[config.mk]
export PLATFORM = sky130hd
export DESIGN_NAME = chacha_stream_ctrl
export DESIGN_NICKNAME = d
export VERILOG_FILES = /design/src/rtl/chacha_stream_ctrl.sv
export SDC_FILE = /design/constraint.sdc
export NUM_CORES = 1
export LEC_CHECK = 0
export BUFFER_PORTS_ARGS = -buffer_cell sky130_fd_sc_hd__buf_2
export CORE_UTILIZATION = 46
export CTS_BUF_LIST = sky130_fd_sc_hd__clkbuf_16
export DETAILED_ROUTE_END_ITERATION = 6
export GPL_ROUTABILITY_DRIVEN = 1
export PLACE_DENSITY_LB_ADDON = 0.05
export SYNTH_ARGS = -nofsm -noshare
export SYNTH_HDL_FRONTEND = slang
export SYNTH_SLANG_ARGS = --single-unit
[constraint.sdc]
create_clock -name clk -period 1.5 [get_ports clk]
set_input_delay 0.375 -clock clk [delete_from_list [all_inputs] [get_ports clk]]
set_output_delay 0.375 -clock clk [all_outputs]
set_load 0.03 [all_outputs]
[src/rtl/chacha_stream_ctrl.sv]
// Bit-serial ChaCha stream sequencer: keystream fetch, bit walk, XOR.
// Optional wrap guard (EXHAUSTED state) enabled by CHACHA_CTRL_WRAP_GUARD_EN.
module chacha_stream_ctrl (
  input  logic        clk,
  input  logic        reset,
  input  logic        start,
  input  logic        stop,
  input  logic [1:0]  init_value,
  input  logic        pt_valid,
  input  logic        pt_bit,
  output logic        pt_ready,
  output logic        ct_valid,
  output logic        ct_bit,
  input  logic        ct_ready,
  output logic [1:0]  ks_counter,
  input  logic [15:0] ks_data,
  output logic [3:0]  bit_idx,
  output logic        busy,
  output logic        exhausted
);

  typedef enum logic [1:0] {
    S_IDLE,
    S_FETCH,
    S_RUN
`ifdef CHACHA_CTRL_WRAP_GUARD_EN
    , S_EXH
`endif
  } state_t;

  state_t      state, state_nx;
  logic [15:0] ks_reg;
  logic        accept;
  logic        start_ok;
  logic        last_bit;

`ifdef CHACHA_CTRL_WRAP_GUARD_EN
  logic [2:0]  blk_cnt;
`endif

  assign accept   = (state == S_RUN) && pt_valid && pt_ready;
  assign last_bit = (bit_idx == 4'd15);

`ifdef CHACHA_CTRL_WRAP_GUARD_EN
  assign start_ok = start && ((state == S_IDLE) || (state == S_EXH));
`else
  assign start_ok = start && (state == S_IDLE);
`endif

  always_ff @(posedge clk or posedge reset) begin
    if (reset) state <= S_IDLE;
    else       state <= state_nx;
  end

  always_comb begin
    state_nx = state;
    if (stop) begin
      state_nx = S_IDLE;
    end else begin
      unique case (state)
        S_IDLE:  if (start_ok) state_nx = S_FETCH;
        S_FETCH: state_nx = S_RUN;
        S_RUN: begin
          if (accept && last_bit) begin
`ifdef CHACHA_CTRL_WRAP_GUARD_EN
            // 4th block done: counter is back at init_value
            if (blk_cnt == 3'd3) state_nx = S_EXH;
            else                 state_nx = S_FETCH;
`else
            state_nx = S_FETCH;
`endif
          end
        end
`ifdef CHACHA_CTRL_WRAP_GUARD_EN
        S_EXH:   if (start_ok) state_nx = S_FETCH;
`endif
        default: state_nx = S_IDLE;
      endcase
    end
  end

  always_comb begin
    pt_ready  = 1'b0;
    busy      = (state != S_IDLE);
    exhausted = 1'b0;
    if (state == S_RUN) pt_ready = !ct_valid || ct_ready;
`ifdef CHACHA_CTRL_WRAP_GUARD_EN
    exhausted = (state == S_EXH);
`endif
  end

  always_ff @(posedge clk or posedge reset) begin
    if (reset) begin
      ks_counter <= 2'd0;
      bit_idx    <= 4'd0;
      ct_valid   <= 1'b0;
      ct_bit     <= 1'b0;
      ks_reg     <= 16'd0;
    end else if (stop) begin
      ct_valid <= 1'b0;
      bit_idx  <= 4'd0;
    end else begin
      if (start_ok) begin
        ks_counter <= init_value;
        bit_idx    <= 4'd0;
      end
      if (state == S_FETCH) ks_reg <= ks_data;
      if (accept) begin
        ct_bit   <= pt_bit ^ ks_reg[4'd15 - bit_idx];
        ct_valid <= 1'b1;
        bit_idx  <= bit_idx + 4'd1;
        if (last_bit) ks_counter <= ks_counter + 2'd1;
      end else if (ct_valid && ct_ready) begin
        ct_valid <= 1'b0;
      end
    end
  end

`ifdef CHACHA_CTRL_WRAP_GUARD_EN
  always_ff @(posedge clk or posedge reset) begin
    if (reset) begin
      blk_cnt <= 3'd0;
    end else if (!stop) begin
      if (start_ok)
        blk_cnt <= 3'd0;
      else if (accept && last_bit)
        blk_cnt <= blk_cnt + 3'd1;
    end
  end
`endif

endmodule

==> results.toml <==
[timing]
fin_skew_ns = 0.00395
finalCritPeriodShare_pct = 106
fmax_ghz = 0.628
setup_ws_ns = -0.0935
period_needed_ns = 1.59
setup_viol = 4
finalHoldViolations = 0
finalMaxSlewViolations = 0
rsz0062_at_grt = "true"

[worst_setup_path]
crit_path_max_fanout = 6
worstSetupEndpointType = "flop"
start_kind = "flop"
crit_required_ns = 1.68
path_class = "flop to flop"
worstPathArrival_ns = 1.77

[global_routing]
grt_usage_pct = 20.3
grt_pass1_vias = 1083
antenna_found_initial = 0
grt_overflow = 0
grt_pass1_wl_microns = 4910
grt_max_degree = 27

[floorplanning]
die_width_microns = 56.5
io_pins = 36
dieHeight_microns = 56.5
rows = 19
start_util_pct = 49.0
dieArea_sq_um = 3190
fp.coreArea_sq_um = 2780

[final_layout]
post-route-util_pct = 64.2
n_fill_cell = 236
largest_reg_flops = 16
final_nets = 182
insertedDiodeCount = 0
layoutNonFillerInstCount = 186
drive_above_1_share_pct = 49.0
area_growth_pct = 31.0
register_area_sq_um = 654
multiInputGateArea_sq_um = 718

[place]
gp_congestion = 0.787
dpl.cell_count = 181
port_buffers = 34
dp_hpwl_microns = 2080
post-place-ws_ns = -0.105

[run]
maxCapViolCount = 0

[yosys]
synth_area_leader_cell = "dfrtp_1"
postSynthCellCount = 111
synth.avg_cell_area_sq_um = 12.3
synth_fp_nets = 137
ys_ff_latch = 26
yosysWarnings = 0
ys_seq_area_share_pct = 47.7
syn_area_sq_um = 1360
synth.distinct_cells = 39
synth_top_area_share_pct = 47.7
ys_top_cells_by_area = "dfrtp_1 (48%), mux2_1 (12%), mux4_1 (3.9%)"

[cts]
path_clk_slew_ns = 0.06
cts_buffers = 3
htree_levels = 1
clock_path_buffers = 2
cts_tree = "done"
root_buffer = "clkbuf_16"
clk_latency_ns = 0.26
cts_sinks = 26
postCtsHoldBufs = 0

[routing]
vias = 1042
wire_per_inst_microns = 15.4
drcViolationCount = 0
via_per_inst = 5.60
wl_microns = 2870
first_iter_violations = 32
final_antenna_net_count = 0
firstDrtPassIters = 3

[hold_path]
min_path_type = "primary input to async pin"

[run_status]
violations = "setup timing"
outcome = "finished with violations"

[power]
finalPower_mw = 1.98
vdd_drop_max_mv = 0.813
power_density_nw_per_um2 = 1110
leakagePower_nw = 0.817
==> final cells by class <==
cell class                 count  area share (%)
clock inverter                 1           0.210
clock buffer                   3            4.20
timing repair buffer          47            16.0
sequential                    26            36.6
tap                           31            2.17
inverter                       3           0.630
multi-input combinational     75            40.2
==> metal layers <==
layer	vias to the layer above	part of all wire (%)	global-route usage (%)
met4	0	1.8	9.41
met2	27	54	35.5
met1	512	41	23.7
met5	-	0	0
met3	5	3.9	4.15
li1	498	-	-
==> cell usage in the layout (no fill, tap or decap), types with 2 or more instances in the layout <==
| master | instances |
|---|---|
| inv_1 | 3 |
| a21oi_1 | 6 |
| nand3_1 | 3 |
| a211oi_1 | 2 |
| nand4_1 | 2 |
| a22oi_2 | 2 |
| nor2b_1 | 4 |
| nand2b_1 | 2 |
| mux2i_1 | 2 |
| dfrtp_2 | 3 |
| buf_2 | 32 |
| mux2_1 | 14 |
| dfrtp_1 | 23 |
| clkbuf_16 | 3 |
| mux2_2 | 2 |
| buf_4 | 13 |
| mux4_2 | 4 |
| nor2_1 | 6 |
==> synthesized netlist by cell type (all sizes together) <==
cell	instances
a2111o	1
a211oi	3
a21o	1
a21oi	7
a22oi	3
a31oi	1
a41o	1
a41oi	2
and2	2
and3	2
buf	6
clkbuf	1
conb	1
dfrtp	26
ha	1
inv	3
mux2	16
mux2i	2
mux4	4
nand2b	3
nand3	3
nand3b	1
nand4	2
nor2	6
nor2b	6
nor3b	1
nor4b	1
o21ai	2
o22ai	1
or2	1
or4b	1
==> report_power, final <==
part | internal [mW] | switching, mW
Combinational | 0.232 | 0.212
Clock | 0.357 | 0.234
Sequential | 0.851 | 0.0916
Total | 1.44 | 0.537
==> worst paths after layout <==
check | startpoint | to | slack (ns) | cells past startpoint
hold / removal | reset | ks_reg[5] | 0.16 | 3
max in group asynchronous | reset | bit_idx[0] | 1.07 | 3
setup / recovery | bit_idx[1] | ct_bit | -0.09 | 4
hold reg to reg | ks_reg[3] | ks_reg[3] | 0.48 | 1
min in group clk | ks_data[2] | ks_reg[2] | 0.33 | 2
setup reg to reg | bit_idx[1] | ct_bit | -0.09 | 4
==> metrics by stage <==
step                      hold slack, ns  TNS, ns  instance area, sq um
final                              0.159   -0.219                  1790
after global routing               0.198    -1.63                  1790
after CTS                          0.172   -0.267                  1740
after detailed placement           0.453   -0.191                  1630
after global placement             0.441  -0.0707                  1630
after floorplan                    0.415   -0.300                  1360
==> cells by family after synthesis <==
group	Yosys count	share of synthesized area, %
AOI/OAI and AO/OA	22	12.3
adders and majority gates	1	0.917
and+or+nand+nor	29	12.8
DFF	26	47.7
buffers and inverters	10	4.13
other	1	0.275
muxes	22	21.8
==> worst max-delay path: stages, from the launching register on <==
cell     delay [ns]
dfrtp_2        0.48
mux4_2         0.53
a22oi_2        0.20
nand3_1        0.11
a41oi_2        0.19
==> timing repair <==
| action | CTS | global route |
|---|---|---|
| setup buffers | 1 | 1 |
| endpoints found under the setup margin | 5 | 27 |
| gates resized for setup | 5 | 10 |
| pin swaps | 1 | 5 |
Note: power is estimated with default switching activity, not from simulation.
